[config.mk]
export PLATFORM = sky130hd
export DESIGN_NAME = router_1x3
export DESIGN_NICKNAME = d
export VERILOG_FILES = /design/src/rtl/router_1x3.sv
export SDC_FILE = /design/constraint.sdc
export NUM_CORES = 1
export LEC_CHECK = 0
export CAP_MARGIN = 25
export CORE_UTILIZATION = 35
export CTS_CLUSTER_SIZE = 40
export DETAILED_ROUTE_END_ITERATION = 10
export GPL_TIMING_DRIVEN = 1
export HOLD_SLACK_MARGIN = 0.1
export PLACE_DENSITY = 0.77
export SLEW_MARGIN = 20
export SYNTH_ARGS = -nofsm -noshare
export SYNTH_HDL_FRONTEND = slang
export SYNTH_SLANG_ARGS = --single-unit
[constraint.sdc]
create_clock -name clk -period 0.8 [get_ports clk]
set_clock_uncertainty 0.1 [all_clocks]
set_input_delay 0.12 -clock clk [delete_from_list [all_inputs] [get_ports clk]]
set_output_delay 0.12 -clock clk [all_outputs]
set_load 0.01 [all_outputs]
[src/rtl/router_1x3.sv]
// rtl/router_1x3.sv - registered 1-to-3 byte demultiplexing router
//
// Each rising clock edge, data_in is steered to the output port chosen by
// control. That port's valid flag is set, and the other two ports are
// cleared to zero with their valid flags low. control = 2'b11 is an idle
// code that clears every port. All outputs come straight from flops, so
// the latency is one cycle and there is no combinational path from the
// inputs to the outputs.
//
// Ports:
//   clk         in   rising-edge clock
//   rst         in   synchronous reset, active-high; clears all outputs
//   data_in     in   WIDTH  word to route
//   control     in   2      00 -> port 1, 01 -> port 2, 10 -> port 3, 11 -> none
//   data_out1   out  WIDTH  port 1 data (zero when not selected)
//   data_out2   out  WIDTH  port 2 data (zero when not selected)
//   data_out3   out  WIDTH  port 3 data (zero when not selected)
//   valid_out1  out  1      port 1 holds routed data this cycle
//   valid_out2  out  1      port 2 holds routed data this cycle
//   valid_out3  out  1      port 3 holds routed data this cycle

module router_1x3 #(
    parameter int WIDTH = 8
) (
    input  logic             clk,
    input  logic             rst,
    input  logic [WIDTH-1:0] data_in,
    input  logic [1:0]       control,
    output logic [WIDTH-1:0] data_out1,
    output logic [WIDTH-1:0] data_out2,
    output logic [WIDTH-1:0] data_out3,
    output logic             valid_out1,
    output logic             valid_out2,
    output logic             valid_out3
);

    // One-hot port select. It is all-zero for the idle code, so that code
    // needs no special handling in the register stage.
    logic [2:0] sel;

    always_comb begin
        sel = 3'b000;
        case (control)
            2'b00:   sel = 3'b001;
            2'b01:   sel = 3'b010;
            2'b10:   sel = 3'b100;
            default: sel = 3'b000;
        endcase
    end

    always_ff @(posedge clk) begin
        if (rst) begin
            data_out1  <= '0;
            data_out2  <= '0;
            data_out3  <= '0;
            valid_out1 <= 1'b0;
            valid_out2 <= 1'b0;
            valid_out3 <= 1'b0;
        end else begin
            data_out1  <= sel[0] ? data_in : '0;
            data_out2  <= sel[1] ? data_in : '0;
            data_out3  <= sel[2] ? data_in : '0;
            valid_out1 <= sel[0];
            valid_out2 <= sel[1];
            valid_out3 <= sel[2];
        end
    end

endmodule

### Word level (Yosys, flattened, before mapping)

Index checks and enable logic that the tools add are counted.

* eq/ne operators: 2
* muxes and demuxes: 1
* bitwise gates (word level): 3
* reduce and logical (&&, ||, !) cells: 4

Operators with widths (number)
* $pmux 3 s3: 1
* $reduce_or 2->1: 3
* $not 1->1: 3
* $eq 2x1->1 const B: 1
* $eq 2x2->1 const B: 1
* $logic_not 2->1: 1

* flip-flop bits (word level): 27
* bits of input ports: 12
* output and inout bits: 27
* logic and storage cells: 16

### Logic depth before layout (Yosys ltp)

Gate-level depths: netlist of run 1.

* depth in word-level cells: 4
* gate-level depth with buffers: 2
* depth with buffers taken out: 1

### Worst setup path before layout of run 1

Ideal clock, no wire load.

* path kind: in2reg
* start point: in control[1]
* end point: reg data_out1[1]
* setup time: 0.096 ns
* data arrival time: 0.507 ns
* slack: 0.097 ns
* stages: 2
* cells stage by stage: buf_4 -> nor4b_1

* longest elaborated chain between the ends: 4

Ends and longest elaborated chain
* from (decl): RTL line 28 `input logic [1:0] control,`
* $eq 2x2->1, or another cell as far along: RTL line 43 `case (control)`
* $pmux 3 s3 (*): RTL line 43
* $not 1->1 (no line) (*)
* $reduce_or 2->1 (no line) (*)
* to (signal assigned): RTL line 60 `data_out1 <= sel[0] ? data_in : '0;`
* to (decl): RTL line 29 `output logic [WIDTH-1:0] data_out1,`

Every way passes the cells marked *; elsewhere a longest branch is shown, timed or not.
A chain may end at the register's enable or synchronous reset.

### Final worst setup path of run 1

* start point: reg data_out2[5]
* end point: out data_out2[5]

RTL lines
* from (decl): RTL line 30 `output logic [WIDTH-1:0] data_out2,`
* from (signal assigned): RTL line 61 `data_out2 <= sel[1] ? data_in : '0;`

No word-level cell between the ends.

==> results of run 1 <==
==> worst paths after layout <==
| path | start | end | depth (start not counted) |
|---|---|---|---|
| max | data_out2[5]$_SDFF_PP0_ | data_out2[5] | 1 |
| min | control[1] | data_out1[2]$_SDFF_PP0_ | 3 |
==> logic make-up (layout without fill, tap and decap cells) <==
kind of cell | Yosys count | count (layout)
simple gates | 27 | 27
buf+inv | 6 | 50
flops | 27 | 27
==> stage by stage <==
stage               power (W)  setup slack, ns
floorplan            0.001533          0.09720
global placement     0.001699          -0.4443
detailed placement   0.001706          -0.4657
CTS                  0.002314          -0.2335
global route         0.002396          -0.2533
finish               0.002288          -0.2065
==> cell usage after synthesis, drive strengths merged <==
| library cell | count | area, um^2 |
|---|---|---|
| dfxtp | 27 | 540.5 |
| and4bb | 16 | 200.2 |
| nor4b | 8 | 70.07 |
| buf | 4 | 25.02 |
| clkbuf | 2 | 10.01 |
| nor3b | 2 | 15.01 |
| nor3 | 1 | 5.000 |
==> per-layer routing <==
metal	share of wire, %	vias to the layer above	wire [um]	global-route usage [%]
li1	-	317	-	-
met1	47	302	893	20.87
met2	46	23	872	22.51
met3	6.6	2	126	4.971
met4	0.63	0	12	8.108
met5	0	-	0	0
==> power groups by stage <==
stage | clock network, W | registers (W) | logic [W]
after detailed placement | 0 | 0.00142 | 0.000282
after global placement | 0 | 0.00142 | 0.000276
after CTS | 0.000625 | 0.00140 | 0.000291
after floorplan | 0 | 0.00144 | 0.0000904
after global routing | 0.000671 | 0.00140 | 0.000321
final | 0.000586 | 0.00140 | 0.000303
==> layout make-up <==
class / instances / area [um^2] / area share (%)
flip-flops and latches: 27 / 554.3 / 41.06
repair buffers: 46 / 415.4 / 30.77
multi-input cells: 27 / 315.3 / 23.36
well taps: 28 / 35.03 / 2.595
clock buffers: 3 / 22.52 / 1.668
clock inverters: 1 / 7.507 / 0.5561
==> registers in the layout, indices dropped and copies added, names as in the netlist <==
register,flops
data_out2,8
data_out3,8
valid_out3,1
data_out1,8
valid_out2,1
valid_out1,1
==> timing repair <==
action / 4_1_cts / 5_1_grt
cloned: 3 / 0
endpoints found under the setup margin: 53 / 33
resized for setup: 131 / 10
==> flow_summary.toml, run 1 <==
[floorplan]
die_area_um2 = 2677
die_x_um = 51.74
rows = 17
core_area_um2 = 2276
initial_utilization_pct = 38.04
die_h_um = 51.74
io_pins = 39

[setup_path]
crit_type = "reg -> out"
required_ns = 0.58
worstPathArrival_ns = 0.79
critPathSlowestCell = "dfxtp_2"
startpoint_type = "flop"
crit_fanout = 1
cpLargestDelayFamily = "flip-flops"
cp-end-kind = "output pin"
path_cells = "buf_6"
path_buf_inv = 1
max_stage_delay_ns = 0.35

[logic_synthesis]
yosysSeqAreaShare_pct = 62.43
synth-xor-area-share_pct = 0
ys_warn_count = 0
synth-simple-area-share_pct = 33.53
syn_nets = 72
syn_inst = 60
synth_compound_area_share_pct = 0
netlist_area_um2 = 865.8
netlist-cell-type-count = 8
ys_seq_elements = 27
synth.avg_cell_area_um2 = 14.43
synth_top_family_by_area = "simple AND/OR/NAND/NOR gates"
synthAdderAreaFrac_pct = 0
synth.area.mux_share_pct = 0

[finish]
nFillCells = 189
n_antenna_cell = 0
final_cell_mix = "buf_2, and4bb_2, dfxtp_1"
final_area_um2 = 1350
fin_util_pct = 59.32
final_nets = 117
syn_to_final_growth_pct = 55.92
drive_above_1_share_pct = 67.31
final_cells = 132
mostFrequentLayoutCell = "buf_2"

[clock_network]
root_buffer = "clkbuf_4"
cts_setup_buffers = 0
cts.sinks = 27
clk_pin_slew_worst_paths_ns = 0.14
cts_buffer_depth = 2
cts_tree = "yes"
numCtsBuffers = 3
hold_buffers = 0
htree_levels = 1

[timing]
fmax_mhz = 993.5
fin_ws_ns = -0.2065
hold_ws_ns = 0.1791
min_period_over_period_pct = 125.8
relSlewSlack_pct = 82.68
finalMaxSlewViolations = 0
rsz0062_at_grt = "yes"
hold_viol = 0
post-route-min-period_ns = 1.006
fin_setup_tns_ns = -5.248
worstMarginPinSlew_ns = 0.2562
finalSetupViolations = 27

[grt]
grt_use_total_pct = 15.69
grt_antenna_before_repair = 0
grt_pass1_vias = 608
grt_overflow = 0
grt_first_pass_wirelength_um = 2953
grt_max_degree = 17

[power_and_ir_drop]
switching_share_pct = 23.05
clkPwrFrac_pct = 25.6
p_int_w = 0.001760
peakVddDrop_mv = 1.381
p_seq_share_pct = 61.2
p_comb_share_pct = 13.2
p_per_area_nw_per_um2 = 1695
p_leak_nw = 0.5769
p_sw_w = 0.0005274

[run]
cap_violations = 0

[outcome]
outcome = "finished, violations left"
violations = "setup timing"

[placed_design]
portBuffers = 38
place_area_um2 = 1296
dp_hpwl_um = 1146
routabilityCongestion = 0.6425
placedCellCount = 125

[route]
drt-vias-per-instance = 4.879
dr.pass1.iters = 3
wl_um = 1905
drt_iter0_markers = 3
vias = 644
wl_per_cell_um = 14.43
antenna_left = 0
drc = 0

[hold_path]
hp-class = "in -> reg"
No activity file was read; power rests on OpenSTA's default activity.
==> run 2, diff against run 1 <==
==> constraint.sdc (replaced) <==
create_clock -name clk -period 0.8 [get_ports clk]
set_clock_uncertainty 0.1 [all_clocks]
set_input_delay 0.16 -clock clk [delete_from_list [all_inputs] [get_ports clk]]
set_output_delay 0.16 -clock clk [all_outputs]
set_load 0.01 [all_outputs]
==> run 2 against run 1 <==
Against the previous run:
- the flow still finishes with violations (setup timing)
- critical endpoint unchanged
- worst setup slack worse by 0.041 ns
- highest routed layer unchanged
- wire length down 2.5%
- combinational power shrank 2%
- die area is the same
- fmax down 3.9%
- utilization shrank 0.38 points
- first-iteration DRC count is 67% lower
==> flow_summary.toml, run 2 (same netlist as run 1, synthesis figures left out) <==
[placed_design]
place_area_um2 = 1296
portBuffers = 38
routabilityCongestion = 0.6425
dp_hpwl_um = 1146

[grt]
grt_pass1_vias = 608
grt_first_pass_wirelength_um = 2925
grt_overflow = 0
grt_use_total_pct = 15.44
grt_max_degree = 17
grt_antenna_before_repair = 0

[hold_path]
hp-class = "in -> reg"

[power_and_ir_drop]
switching_share_pct = 22.95
p_comb_share_pct = 13.0
p_seq_share_pct = 61.3
clkPwrFrac_pct = 25.7
peakVddDrop_mv = 1.370
p_sw_w = 0.0005237
p_leak_nw = 0.5752
p_int_w = 0.001758
p_per_area_nw_per_um2 = 1701

[clock_network]
cts_buffer_depth = 2
root_buffer = "clkbuf_4"
hold_buffers = 0
clk_pin_slew_worst_paths_ns = 0.14
numCtsBuffers = 3
htree_levels = 1
cts_tree = "yes"
cts_setup_buffers = 0
cts.sinks = 27

[route]
vias = 650
drt_iter0_markers = 1
drc = 0
wl_per_cell_um = 14.08
drt-vias-per-instance = 4.924
dr.pass1.iters = 3
antenna_left = 0
wl_um = 1858

[setup_path]
crit_fanout = 1
critPathSlowestCell = "dfxtp_2"
startpoint_type = "flop"
cp-end-kind = "output pin"
max_stage_delay_ns = 0.35
required_ns = 0.54
path_buf_inv = 1
crit_type = "reg -> out"
worstPathArrival_ns = 0.79
cpLargestDelayFamily = "flip-flops"
path_cells = "buf_6"

[finish]
n_antenna_cell = 0
fin_util_pct = 58.93
final_area_um2 = 1341
syn_to_final_growth_pct = 54.91
largestRegisters = "data_out1 x8, data_out2 x8, data_out3 x8"
final_cell_mix = "buf_2, and4bb_2, dfxtp_1"
final_nets = 117
mostFrequentLayoutCell = "buf_2"
drive_above_1_share_pct = 68.27

[floorplan]
core_area_um2 = 2276
die_area_um2 = 2677
io_pins = 39
initial_utilization_pct = 38.04
rows = 17
die_h_um = 51.74
die_x_um = 51.74

[timing]
fin_ws_ns = -0.2474
fmax_mhz = 954.7
post-route-min-period_ns = 1.047
rsz0062_at_grt = "yes"
relSlewSlack_pct = 83.19
hold_ws_ns = 0.07470
worstMarginPinSlew_ns = 0.2486
hold_viol = 0
finalSetupViolations = 27
finalMaxSlewViolations = 0
min_period_over_period_pct = 130.9
fin_setup_tns_ns = -6.339

[outcome]
outcome = "finished, violations left"
violations = "setup timing"

[run]
cap_violations = 0
-- run 2: changes by cell type in the layout (fill, tap and decap cells not counted), sizes merged --
| cell | delta |
|---|---|
| clkdlybuf4s15 | -1 |
| clkbuf | +1 |
-- run 2: timing repair --
action | 4_1_cts | 5_1_grt
setup endpoints to repair | 53 | 38
gates resized for setup | 131 | 10
gates cloned | 3 | 0
hold endpoints to repair | 0 | 3
-- run 2: path summary, 6_finish.rpt --
| path | from | slack [ns] | end | cells past startpoint |
|---|---|---|---|---|
| max | data_out2[5]$_SDFF_PP0_ | -0.25 | data_out2[5] | 1 |
| min | rst | 0.07 | data_out1[4]$_SDFF_PP0_ | 3 |
-- run 2: metrics by stage --
step | power [W] | instances | worst slack (ns)
detailed placement | 0.001706 | 125 | -0.5057
floorplan | 0.001533 | 60 | 0.05720
finish | 0.002281 | 132 | -0.2474
global route | 0.002391 | 132 | -0.2933
CTS | 0.002311 | 132 | -0.2735
global placement | 0.001699 | 125 | -0.4843
-- run 2: cell type report --
class	count	area (um^2)
Clock buffer	3	22.52
Timing Repair Buffer	46	406.6
Sequential cell	27	554.3
Fill cell	190	934.6
Clock inverter	1	7.507
Multi-Input combinational cell	27	315.3
Tap cell	28	35.03
-- run 2: power groups by stage --
stage / Clock, W / Sequential [W] / Combinational [W]
floorplan: 0 / 0.00144 / 0.0000904
global placement: 0 / 0.00142 / 0.000276
detailed placement: 0 / 0.00142 / 0.000282
CTS: 0.000625 / 0.00140 / 0.000288
global route: 0.000672 / 0.00140 / 0.000317
finish: 0.000586 / 0.00140 / 0.000297
-- run 2: per-layer routing --
layer	track usage (%)	vias to the layer above	part of all wire (%)
met5	0	-	0
met4	8.108	0	1.8
met3	4.971	4	6.8
met2	22.51	25	49
met1	20.15	303	43
li1	-	318	-
==> run 3, diff against run 2 <==
CORE_UTILIZATION = 25   (was 35)
PLACE_DENSITY = 0.6   (was 0.77)
==> run 3 against run 2 <==
Against the previous run:
- the run still ends with setup timing left
- fmax down 1.5%
- first-iteration DRC count rose to 14 times the previous value
- sequential power about the same
- non-clock buffer count down 2
- hold slack better by 0.24 ns
- worst setup slack worse by 0.016 ns
- global-route usage down 2.8 points
- clock power up 3%
- utilization down 15 points
- wire length up 18%
- count of clock-buffer cells in the layout unchanged
- largest cell class unchanged
==> flow_summary.toml, run 3 (same netlist as run 1, synthesis figures left out) <==
[power_and_ir_drop]
p_comb_share_pct = 15.4
p_sw_w = 0.0005614
p_leak_nw = 0.6147
p_int_w = 0.001808
p_seq_share_pct = 59.0
clkPwrFrac_pct = 25.6
p_per_area_nw_per_um2 = 1608
peakVddDrop_mv = 0.6347
switching_share_pct = 23.69

[floorplan]
die_x_um = 60.85
die_area_um2 = 3703
core_area_um2 = 3337
rows = 21
die_h_um = 60.85
io_pins = 39
initial_utilization_pct = 25.95

[timing]
finalMaxSlewViolations = 0
finalSetupViolations = 27
relSlewSlack_pct = 84.74
rsz0062_at_grt = "yes"
fmax_mhz = 940.2
post-route-min-period_ns = 1.064
min_period_over_period_pct = 133.0
fin_ws_ns = -0.2636
worstMarginPinSlew_ns = 0.2257
fin_setup_tns_ns = -6.548
hold_viol = 0

[grt]
grt_overflow = 0
grt_max_degree = 17
grt_antenna_before_repair = 0
grt_use_total_pct = 12.66
grt_first_pass_wirelength_um = 3298
grt_pass1_vias = 650

[route]
dr.pass1.iters = 4
drc = 0
antenna_left = 0
drt_iter0_markers = 14
wl_per_cell_um = 14.80
drt-vias-per-instance = 4.419
vias = 654
wl_um = 2191

[outcome]
outcome = "finished, violations left"
violations = "setup timing"

[finish]
drive_above_1_share_pct = 73.53
largestRegisters = "data_out1 x8, data_out2 x8, data_out3 x8"
n_antenna_cell = 0
mostFrequentLayoutCell = "and4bb_2"
syn_to_final_growth_pct = 70.23
final_cell_mix = "and4bb_2, dfxtp_1, buf_2"
final_nets = 115
nFillCells = 314

[setup_path]
startpoint_type = "flop"
max_stage_delay_ns = 0.36
required_ns = 0.54
crit_type = "reg -> out"
worstPathArrival_ns = 0.80
crit_fanout = 1
path_buf_inv = 1
path_cells = "buf_6"
cpLargestDelayFamily = "flip-flops"
critPathSlowestCell = "dfxtp_2"
cp-end-kind = "output pin"

[placed_design]
pre_cts_slack_ns = -0.5169
dp_hpwl_um = 1209
portBuffers = 38
routabilityCongestion = 0.7386

[clock_network]
hold_buffers = 0
cts_tree = "yes"
cts_setup_buffers = 0
root_buffer = "clkbuf_4"
numCtsBuffers = 3
clk_pin_slew_worst_paths_ns = 0.16
cts_buffer_depth = 2
htree_levels = 1
cts.sinks = 27

[run]
cap_violations = 0

[hold_path]
hp-class = "in -> reg"
-- run 3: changes by cell type in the layout (fill, tap and decap cells not counted), sizes merged --
cell / previous run / this run
buf: 34 / 30
clkdlybuf4s15: 0 / 3
bufbuf: 1 / 3
dlygate4sd2: 2 / 0
clkbuf: 4 / 3
-- run 3: metal layers --
metal / vias to the layer above / share of wire (%) / wire (um) / GRT usage, %
met2: 20 / 55 / 1203 / 22.76
met3: 2 / 3.3 / 73 / 1.493
met1: 318 / 40 / 887 / 14.08
met5: - / 0 / 0 / 0
met4: 0 / 1.2 / 27 / 8.117
li1: 314 / - / - / -
-- run 3: power by group through the flow --
stage	Combinational, W	Sequential (W)	Clock (W)
floorplan	0.0000904	0.00144	0
finish	0.000364	0.00140	0.000606
CTS	0.000349	0.00140	0.000636
detailed placement	0.000297	0.00142	0
global placement	0.000291	0.00142	0
global route	0.000387	0.00140	0.000686
-- run 3: repair_timing --
action,in CTS,in global routing
endpoints found under the hold margin,0,0
gates resized for setup,136,14
cloned,3,0
endpoints found under the setup margin,53,29
-- run 3: worst paths after layout --
kind	from	to	slack, ns	depth (start not counted)
max	data_out2[6]$_SDFF_PP0_	data_out2[6]	-0.26	1
min	control[1]	data_out3[5]$_SDFF_PP0_	0.31	3
-- run 3: per-stage QoR --
stage | hold slack (ns) | power, W | util, % | cells | area, um^2
4_1_cts | 0.3067 | 0.002381 | 42.37 | 148 | 1414
5_1_grt | 0.3010 | 0.002476 | 44.17 | 148 | 1474
6_report | 0.3097 | 0.002370 | 44.17 | 148 | 1474
3_5_place_dp | 0.7049 | 0.001720 | 39.82 | 141 | 1329
2_1_floorplan | 0.2319 | 0.001533 | - | 60 | 865.8
3_3_place_gp | 0.6908 | 0.001713 | 39.82 | 141 | 1329
-- run 3: layout make-up --
class	instances	area, um^2	area share, %
multi-input combinational	27	342.8	23.26
clock inverter	1	7.507	0.5093
timing repair buffer	44	486.7	33.02
clock buffer	3	22.52	1.528
tap	46	57.56	3.905
sequential	27	556.8	37.78
